File: src/rtl/m65c02_bcd_addn_pkg.sv
// Shared constants for the M65C02 N-digit binary/decimal adder-subtractor.
package m65c02_add_pkg;

  localparam logic OP_ADD   = 1'b0;
  localparam logic OP_SUB   = 1'b1;
  localparam logic MODE_BIN = 1'b0;
  localparam logic MODE_DEC = 1'b1;

  localparam logic [3:0] ADJ_ADD = 4'h6;
  localparam logic [3:0] ADJ_SUB = 4'hA;

endpackage

File: src/rtl/m65c02_bcd_addn_digit.sv
// Per-digit raw sum and decimal generate/propagate terms for one BCD digit.
module m65c02_bcd_digit
  import m65c02_add_pkg::*;
(
  input  logic       i_op,
  input  logic [3:0] i_q,
  input  logic [3:0] i_r,
  output logic [3:0] o_t,
  output logic       o_g,
  output logic       o_p
);

  logic [3:0] w_m;
  logic [4:0] w_t;

  // Subtract complements the digit; the decimal thresholds shift from 9 to 15 accordingly.
  assign w_m = (i_op == OP_SUB) ? ~i_r : i_r;
  assign w_t = {1'b0, i_q} + {1'b0, w_m};
  assign o_t = w_t[3:0];
  assign o_g = (i_op == OP_SUB) ? (w_t > 5'd15) : (w_t > 5'd9);
  assign o_p = (i_op == OP_SUB) ? (w_t == 5'd15) : (w_t == 5'd9);

endmodule

File: src/rtl/m65c02_bcd_addn.sv
// Two-stage N-digit binary/BCD adder-subtractor with valid/ready handshake.
module m65c02_bcd_addn
  import m65c02_add_pkg::*;
#(
  parameter int DIGITS = 2
) (
  input  logic                  i_clk,
  input  logic                  i_rst_n,
  input  logic                  i_in_vld,
  output logic                  o_in_rdy,
  input  logic                  i_op,
  input  logic                  i_mode,
  input  logic [4*DIGITS-1:0]   i_q,
  input  logic [4*DIGITS-1:0]   i_r,
  input  logic                  i_ci,
  output logic                  o_out_vld,
  input  logic                  i_out_rdy,
  output logic [4*DIGITS-1:0]   o_sum,
  output logic                  o_co,
  output logic                  o_ov,
  output logic                  o_z,
  output logic                  o_n
);

  localparam int W = 4 * DIGITS;

  logic [W-1:0]              w_m;
  logic [W:0]                w_bin;
  logic                      w_cmsb;
  logic [DIGITS-1:0][3:0]    w_t;
  logic [DIGITS-1:0]         w_g, w_p;
  logic                      w_acc, w_ld2;

  logic                      r_v1, r_v2;
  logic [DIGITS-1:0][3:0]    r_t;
  logic [DIGITS-1:0]         r_g, r_p;
  logic                      r_ci, r_op, r_mode, r_cmsb;
  logic [W:0]                r_bin;

  logic [DIGITS:0]           w_c;
  logic [3:0]                w_dig;
  logic [W-1:0]              w_dsum;
  logic [W-1:0]              w_sum;
  logic                      w_co, w_ov;

  logic [W-1:0]              r_sum;
  logic                      r_co, r_ov, r_z, r_n;

  assign w_m    = (i_op == OP_SUB) ? ~i_r : i_r;
  assign w_bin  = {1'b0, i_q} + {1'b0, w_m} + {{W{1'b0}}, i_ci};
  // Carry into the MSB is recovered from the MSB sum bit and its two operand bits.
  assign w_cmsb = w_bin[W-1] ^ i_q[W-1] ^ w_m[W-1];

  genvar gi;
  generate
    for (gi = 0; gi < DIGITS; gi++) begin : g_digit
      m65c02_bcd_digit u_digit (
        .i_op (i_op),
        .i_q  (i_q[4*gi +: 4]),
        .i_r  (i_r[4*gi +: 4]),
        .o_t  (w_t[gi]),
        .o_g  (w_g[gi]),
        .o_p  (w_p[gi])
      );
    end
  endgenerate

  assign o_in_rdy = ~r_v1 | ~r_v2 | i_out_rdy;
  assign w_acc    = i_in_vld & o_in_rdy;
  assign w_ld2    = ~r_v2 | i_out_rdy;

  always_ff @(posedge i_clk) begin
    if (w_acc) begin
      r_t    <= w_t;
      r_g    <= w_g;
      r_p    <= w_p;
      r_ci   <= i_ci;
      r_op   <= i_op;
      r_mode <= i_mode;
      r_bin  <= w_bin;
      r_cmsb <= w_cmsb;
    end
  end

  always_comb begin
    w_c    = '0;
    w_dig  = '0;
    w_dsum = '0;
    w_c[0] = r_ci;
    for (int i = 0; i < DIGITS; i++) begin
      w_c[i+1] = r_g[i] | (r_p[i] & w_c[i]);
      w_dig    = r_t[i] + {3'b000, w_c[i]};
      if (r_op == OP_SUB)
        w_dsum[4*i +: 4] = w_dig + (w_c[i+1] ? 4'h0 : ADJ_SUB);
      else
        w_dsum[4*i +: 4] = w_dig + (w_c[i+1] ? ADJ_ADD : 4'h0);
    end
  end

  always_comb begin
    w_sum = r_bin[W-1:0];
    w_co  = r_bin[W];
    w_ov  = r_cmsb ^ r_bin[W];
    if (r_mode == MODE_DEC) begin
      w_sum = w_dsum;
      w_co  = w_c[DIGITS];
      w_ov  = w_c[DIGITS] ^ r_op;
    end
  end

  // Result registers only change when a real operation moves in, so a stall or bubble holds them.
  always_ff @(posedge i_clk) begin
    if (!i_rst_n) begin
      r_v1  <= 1'b0;
      r_v2  <= 1'b0;
      r_sum <= '0;
      r_co  <= 1'b0;
      r_ov  <= 1'b0;
      r_z   <= 1'b0;
      r_n   <= 1'b0;
    end else begin
      if (w_ld2) begin
        r_v2 <= r_v1;
        if (r_v1) begin
          r_sum <= w_sum;
          r_co  <= w_co;
          r_ov  <= w_ov;
          r_z   <= (w_sum == '0);
          r_n   <= w_sum[W-1];
        end
      end
      if (w_acc)
        r_v1 <= 1'b1;
      else if (w_ld2)
        r_v1 <= 1'b0;
    end
  end

  assign o_out_vld = r_v2;
  assign o_sum     = r_sum;
  assign o_co      = r_co;
  assign o_ov      = r_ov;
  assign o_z       = r_z;
  assign o_n       = r_n;

endmodule

File: config.mk
export PLATFORM = sky130hd
export DESIGN_NAME = m65c02_bcd_addn
export DESIGN_NICKNAME = d
export VERILOG_FILES = /design/src/rtl/m65c02_bcd_addn_pkg.sv /design/src/rtl/m65c02_bcd_addn_digit.sv /design/src/rtl/m65c02_bcd_addn.sv
export SDC_FILE = /design/constraint.sdc
export NUM_CORES = 1
export LEC_CHECK = 0
export CORE_MARGIN = 1.5
export CORE_UTILIZATION = 50
export DETAILED_ROUTE_END_ITERATION = 10
export GPL_TIMING_DRIVEN = 0
export HOLD_SLACK_MARGIN = 0.05
export PLACE_DENSITY = 0.75
export REMOVE_ABC_BUFFERS = 1
export SYNTH_ARGS = -nofsm -noshare
export SYNTH_HDL_FRONTEND = slang
export SYNTH_SLANG_ARGS = --single-unit
File: constraint.sdc
create_clock -name i_clk -period 3.3 [get_ports i_clk]
set_input_delay 0.33 -clock i_clk [delete_from_list [all_inputs] [get_ports i_clk]]
set_output_delay 0.33 -clock i_clk [all_outputs]
set_load 0.01 [all_outputs]
Word level (Yosys, flattened, before mapping):

Cells that the tools add are included.
W data, S select, Z words.

* output and inout port bits: 14
* memory bits (writable): 0
* logic and storage cells: 72
* latch bits: 0
* bits in registers: 39
* input port bits: 23
* memories: 0
* memory bits (read-only): 0

* magnitude comparators: 4
* mux-type cells: 18
* equal/unequal tests: 4
* shift-type cells: 0
* add/sub/neg operators: 10
* div/mod/pow operators: 0
* bitwise gates (word level): 17
* $mul: 0
* reduce and logical (&&, ||, !) cells: 3

Operators with widths (number)
* $mux W4: 6
* $eq A5 B4 Y1 const B: 4
* $gt A5 B4 Y1 const B: 4
* $mux W8: 2
* $add A4 B4 Y5: 2
* $add A8 B8 Y9: 1
* $add A9 B1 Y9: 1
* $add A4 B1 Y4: 2
* $add A4 B3 Y4: 2
* $add A4 B4 Y4: 2
* $logic_not A8 Y1: 1
* $mux W1: 8
* $not A4 Y4: 2
* $not A8 Y8: 1
* $mux W3: 2
* $or A1 B1 Y1: 5
* $xor A1 B1 Y1: 4
* $and A1 B1 Y1: 3
* $not A1 Y1: 2
* $reduce_and A2 Y1: 1
* $reduce_bool A2 Y1: 1

Depth between registers and ports, before layout:

* word-level depth: 9
* depth in mapped cells: 11
* gate-level depth less buffers: 11

Modules after synthesis:

Synthesis repeated with hierarchy kept, for this count alone.

* cell total of the unflattened synthesis: 232
* area, all modules: 2562.5 µm²

By module, submodules not included
* m65c02_bcd_addn: sequential area each 1011.0 µm², instances 1, area an instance 2124.5 µm², cells each 176
* m65c02_bcd_digit: sequential area each 0.0 µm², instances 2, area an instance 219.0 µm², cells each 28

Worst setup path before layout:

OpenSTA, ideal clock, no wires.

* path kind: register to register
* start point: register r_ci
* end point: register r_sum[7], in the netlist o_sum[7]
* period minus slack after synthesis: 2464 ps
* library setup time: 116 ps
* buffers on the path: 0
* setup slack: 836 ps
* stages on the path, launching flop included: 12
* required time: 3184 ps
* arrival: 2348 ps
* path through: edfxtp_1 -> a21o_1 -> a21oi_1 -> inv_1 -> ha_1 -> inv_1 -> ha_1 -> fa_1 -> xnor2_1 -> xnor2_1 -> a21oi_1 -> a31o_2

* longest elaborated chain between the ends: 8

RTL lines
* start, declared: line m65c02_bcd_addn.sv:37 `logic r_ci, r_op, r_mode, r_cmsb;`
* start signal, assigned: line m65c02_bcd_addn.sv:77 `r_ci <= i_ci;`
* $and A1 B1 Y1 (*): line m65c02_bcd_addn.sv:91 `w_c[i+1] = r_g[i] | (r_p[i] & w_c[i]);`
* $or A1 B1 Y1 (*): line m65c02_bcd_addn.sv:91
* branches (longest 4 deep; another with $add A4 B1 Y4)
* $mux W4 (*): line m65c02_bcd_addn.sv:93 `if (r_op == OP_SUB)`
* $mux W8 (*): line m65c02_bcd_addn.sv:104 `if (r_mode == MODE_DEC) begin`
* end signal, assigned: line m65c02_bcd_addn.sv:125 `r_sum <= w_sum;`
* end, declared: line m65c02_bcd_addn.sv:46 `logic [W-1:0] r_sum;`

Every way passes the cells marked *.
A chain may end at the register's enable or synchronous reset.

Worst setup path after layout:

* start point: input i_op
* end point: register r_cmsb (data pin)

* longest elaborated chain between the ends: 5

RTL lines
* start, declared: line m65c02_bcd_addn.sv:11 `input logic i_op,`
* $mux W8: line m65c02_bcd_addn.sv:49 `assign w_m = (i_op == OP_SUB) ? ~i_r : i_r;`
* $add A8 B8 Y9: line m65c02_bcd_addn.sv:50 `assign w_bin = {1'b0, i_q} + {1'b0, w_m} + {{W{1'b0}}, i_ci};`
* $add A9 B1 Y9: line m65c02_bcd_addn.sv:50
* named net w_bin[7]: line m65c02_bcd_addn.sv:28 `logic [W:0] w_bin;`
* $xor A1 B1 Y1 (2 in a row): line m65c02_bcd_addn.sv:52 `assign w_cmsb = w_bin[W-1] ^ i_q[W-1] ^ w_m[W-1];`
* named net w_cmsb: line m65c02_bcd_addn.sv:29 `logic w_cmsb;`
* end signal, assigned: line m65c02_bcd_addn.sv:81 `r_cmsb <= w_cmsb;`
* end, declared: line m65c02_bcd_addn.sv:37

The timed path passes the listed nets, and every way through them passes these cells.

==> run_results.csv <==
group,metric,value,unit
timing,slew_headroom,29.2,%
floorplan,die_h,70.7,µm
global_route,grt_antenna_before_repair,0,
synthesis,synthTopCellsByArea,"edfxtp_1, dfxtp_1, ha_1",
clock_tree,htree_levels,2,
floorplan,design.die.area,5000,µm²
power,peakVddDrop,0.000211,V
timing,timing.final.crit_share,88.1,%
placement,place.gp.congestion,0.797,
timing,finalHoldViolCount,0,
final_layout,antenna_cells,0,
global_route,track_usage,16.9,%
synthesis,netlist.area_leader.share,32.8,%
detailed_routing,topRoutingLayerUsed,"met4",
setup_path,slowest_delay,0.89,ns
run_status,status,"completed",
clock_tree,numCtsBuffers,5,
synthesis,synth_ff_type,"edfxtp_1",
setup_path,crit_required,3.35,ns
synthesis,yosysMostFrequentCell,"edfxtp_1",
synthesis,netlist_area,2290,µm²
setup_path,r2r_slack,0.54,ns
detailed_routing,routed_wl,3820,µm
floorplan,die_width,70.7,µm
setup_path,crit_path_cell_trace,"clkdlybuf4s50_1 > xor2_1 > ha_1 > a21oi_1 > a21boi_0 > o21ai_0 > mux2i_1 > xnor2_1",
power,powerDensity,495,nW/µm²
power,p_leak,1.22,nW
detailed_routing,routedWlPerCell,12.6,µm
floorplan,fp.coreArea,4380,µm²
detailed_routing,drc,0,
timing,slew_violations,0,
clock_tree,post_cts_buffers,0,
synthesis,synthArstFlopShare,0,%
detailed_routing,vias_per_cell,5.21,
synthesis,synth_seq_cells,38,
clock_tree,root_buffer,"clkbuf_8",
clock_tree,holdBufCountCts,0,
setup_path,arrival,2.95,ns
detailed_routing,drt-met1-wl,1760,µm
synthesis,ys_warn_count,0,
setup_path,cp_max_fo,15,
final_layout,fillers,361,
floorplan,num_rows,24,
placement,dp_slack,0.109,ns
setup_path,cp_num_buf_inv,1,
final_layout,multi_input_area,1180,µm²
final_layout,utilization,63.5,%
global_route,grt_max_degree,26,
synthesis,yosysSeqAreaShare,44.1,%
final_layout,nets,298,
timing,rsz0062_at_grt,"no",
final_layout,synthToLayoutAreaGrowth,21.5,%
timing,fmax,344,MHz
clock_tree,cts_resized,0,
clock_tree,cts.clk_slew.worst_paths,0.07,ns
detailed_routing,wl_met2,1790,µm
synthesis,synth_cells,212,
setup_path,cpMaxStageDelayCell,"clkdlybuf4s50_1",
timing,fin_tns_setup,0,ns
clock_tree,clock_sinks,38,
timing,setup-violations-final,0,
detailed_routing,drtAntennaViolNets,0,
clock_tree,clk_latency,0.30,ns
setup_path,startpoint_type,"primary input",
detailed_routing,dr.pass1.iters,4,
setup_path,cpLargestDelayFamily,"buffers and inverters",
clock_tree,tritoncts,"built",
global_route,grt_pass1_vias,1538,
detailed_routing,vias,1579,
synthesis,yosysTopAreaCell,"edfxtp_1",
final_layout,register_area,1010,µm²
floorplan,start_util,52.3,%
detailed_routing,initialDrtViolationCount,55,
detailed_routing,met3_length,176,µm
clock_tree,clockBufferDepth,2,
min_path,hold_class,"reg2reg",
synthesis,yosys-top-cells-count,"edfxtp_1, ha_1, inv_1",
timing,min_period,2.91,ns
synthesis,synth_cell_types,35,
timing,setup_slack,0.392,ns
global_route,grt_pass1_wl,6630,µm
final_layout,drive_above_1_share,3.59,%
synthesis,avgSynthCellArea,10.8,µm²
global_route,grt_overflow_total,0,
placement,io_buffers,36,
floorplan,pin_count,37,
timing,finalClockSkew,0.00697,ns
synthesis,synth_edf_count,25,
timing,worstMarginPinSlew,1.06,ns
job,cap_violations,0,
setup_path,worstSetupPathType,"in2reg",
setup_path,setup.worst_path.end_class,"flip-flop",
placement,dp_hpwl,2980,µm
## per-layer routing
metal,up-vias,GRT usage [%]
met5,-,0
met4,0,8.18
met3,7,3.70
met2,42,27.5
met1,717,21.4
li1,813,-
## cells by family after synthesis
group | Yosys count | share of synthesized area, %
AND/OR/NAND/NOR | 52 | 10.9
AO/OA/AOI/OAI | 38 | 11.0
buffers and inverters | 25 | 4.37
multiplexers | 7 | 3.06
flip-flops | 38 | 44.1
XOR/XNOR | 27 | 10.9
adder cells (fa/ha/maj) | 25 | 15.6
## registers in the layout, summed over array words and instances, names as in the netlist, 2 cells and up
register / flops
o_sum: 8
r_p: 2
r_bin: 9
r_g: 2
r_t: 8
## tightest hold or removal path: stages (launching register included)
cell	delay, ns
dfxtp_1	0.31
nand3_1	0.06
o21ai_1	0.05
## area by class of cell
| type | instances | area share, % |
|---|---|---|
| multi-input combinational | 149 | 42.4 |
| sequential | 38 | 36.3 |
| timing repair buffer | 36 | 12.9 |
| clock buffer | 7 | 3.10 |
| inverter | 20 | 2.70 |
| tap | 52 | 2.34 |
| clock inverter | 1 | 0.180 |
## path summary, 6_finish.rpt
check,endpoint,cells past startpoint,from
setup reg to reg,o_sum[7],11,r_ci
setup / recovery,r_cmsb,8,i_op
hold / removal,o_z,2,o_z
hold reg to reg,o_z,2,o_z
## power breakdown
group,internal [mW],switching (mW)
clock network,0.168,0.157
logic,0.213,0.218
registers,0.588,0.0318
total,0.969,0.407
## per-stage QoR
stage                     total power, mW  instances  hold WS, ns  instance area (µm²)
final                                1.38        303        0.461                 2780
after global routing                 1.46        303        0.473                 2780
after CTS                            1.39        303        0.459                 2780
after detailed placement             1.06        295        0.450                 2690
after global placement               1.05        295        0.450                 2690
after floorplan                     0.928        207        0.429                 2270
## placed cells by master, fill, tap and decap left out, drive strengths merged
cell           count
a211oi             1
mux2i              7
a21o               4
xnor2             12
o211a              6
and3               2
nor2              10
a31o               1
o22ai              1
nand4              1
and2               1
fa                 6
a21oi             13
nor2b              7
edfxtp            25
inv               20
o21a               1
dfxtp             13
nand3              6
xor2              14
a21boi             2
or4                2
clkbuf             7
clkinv             1
nor3               3
nand2b             3
o21ai              6
o31ai              1
nand2             17
clkdlybuf4s50     36
o211ai             2
ha                19
xnor3              1
No activity file was read; power rests on OpenSTA's default activity.
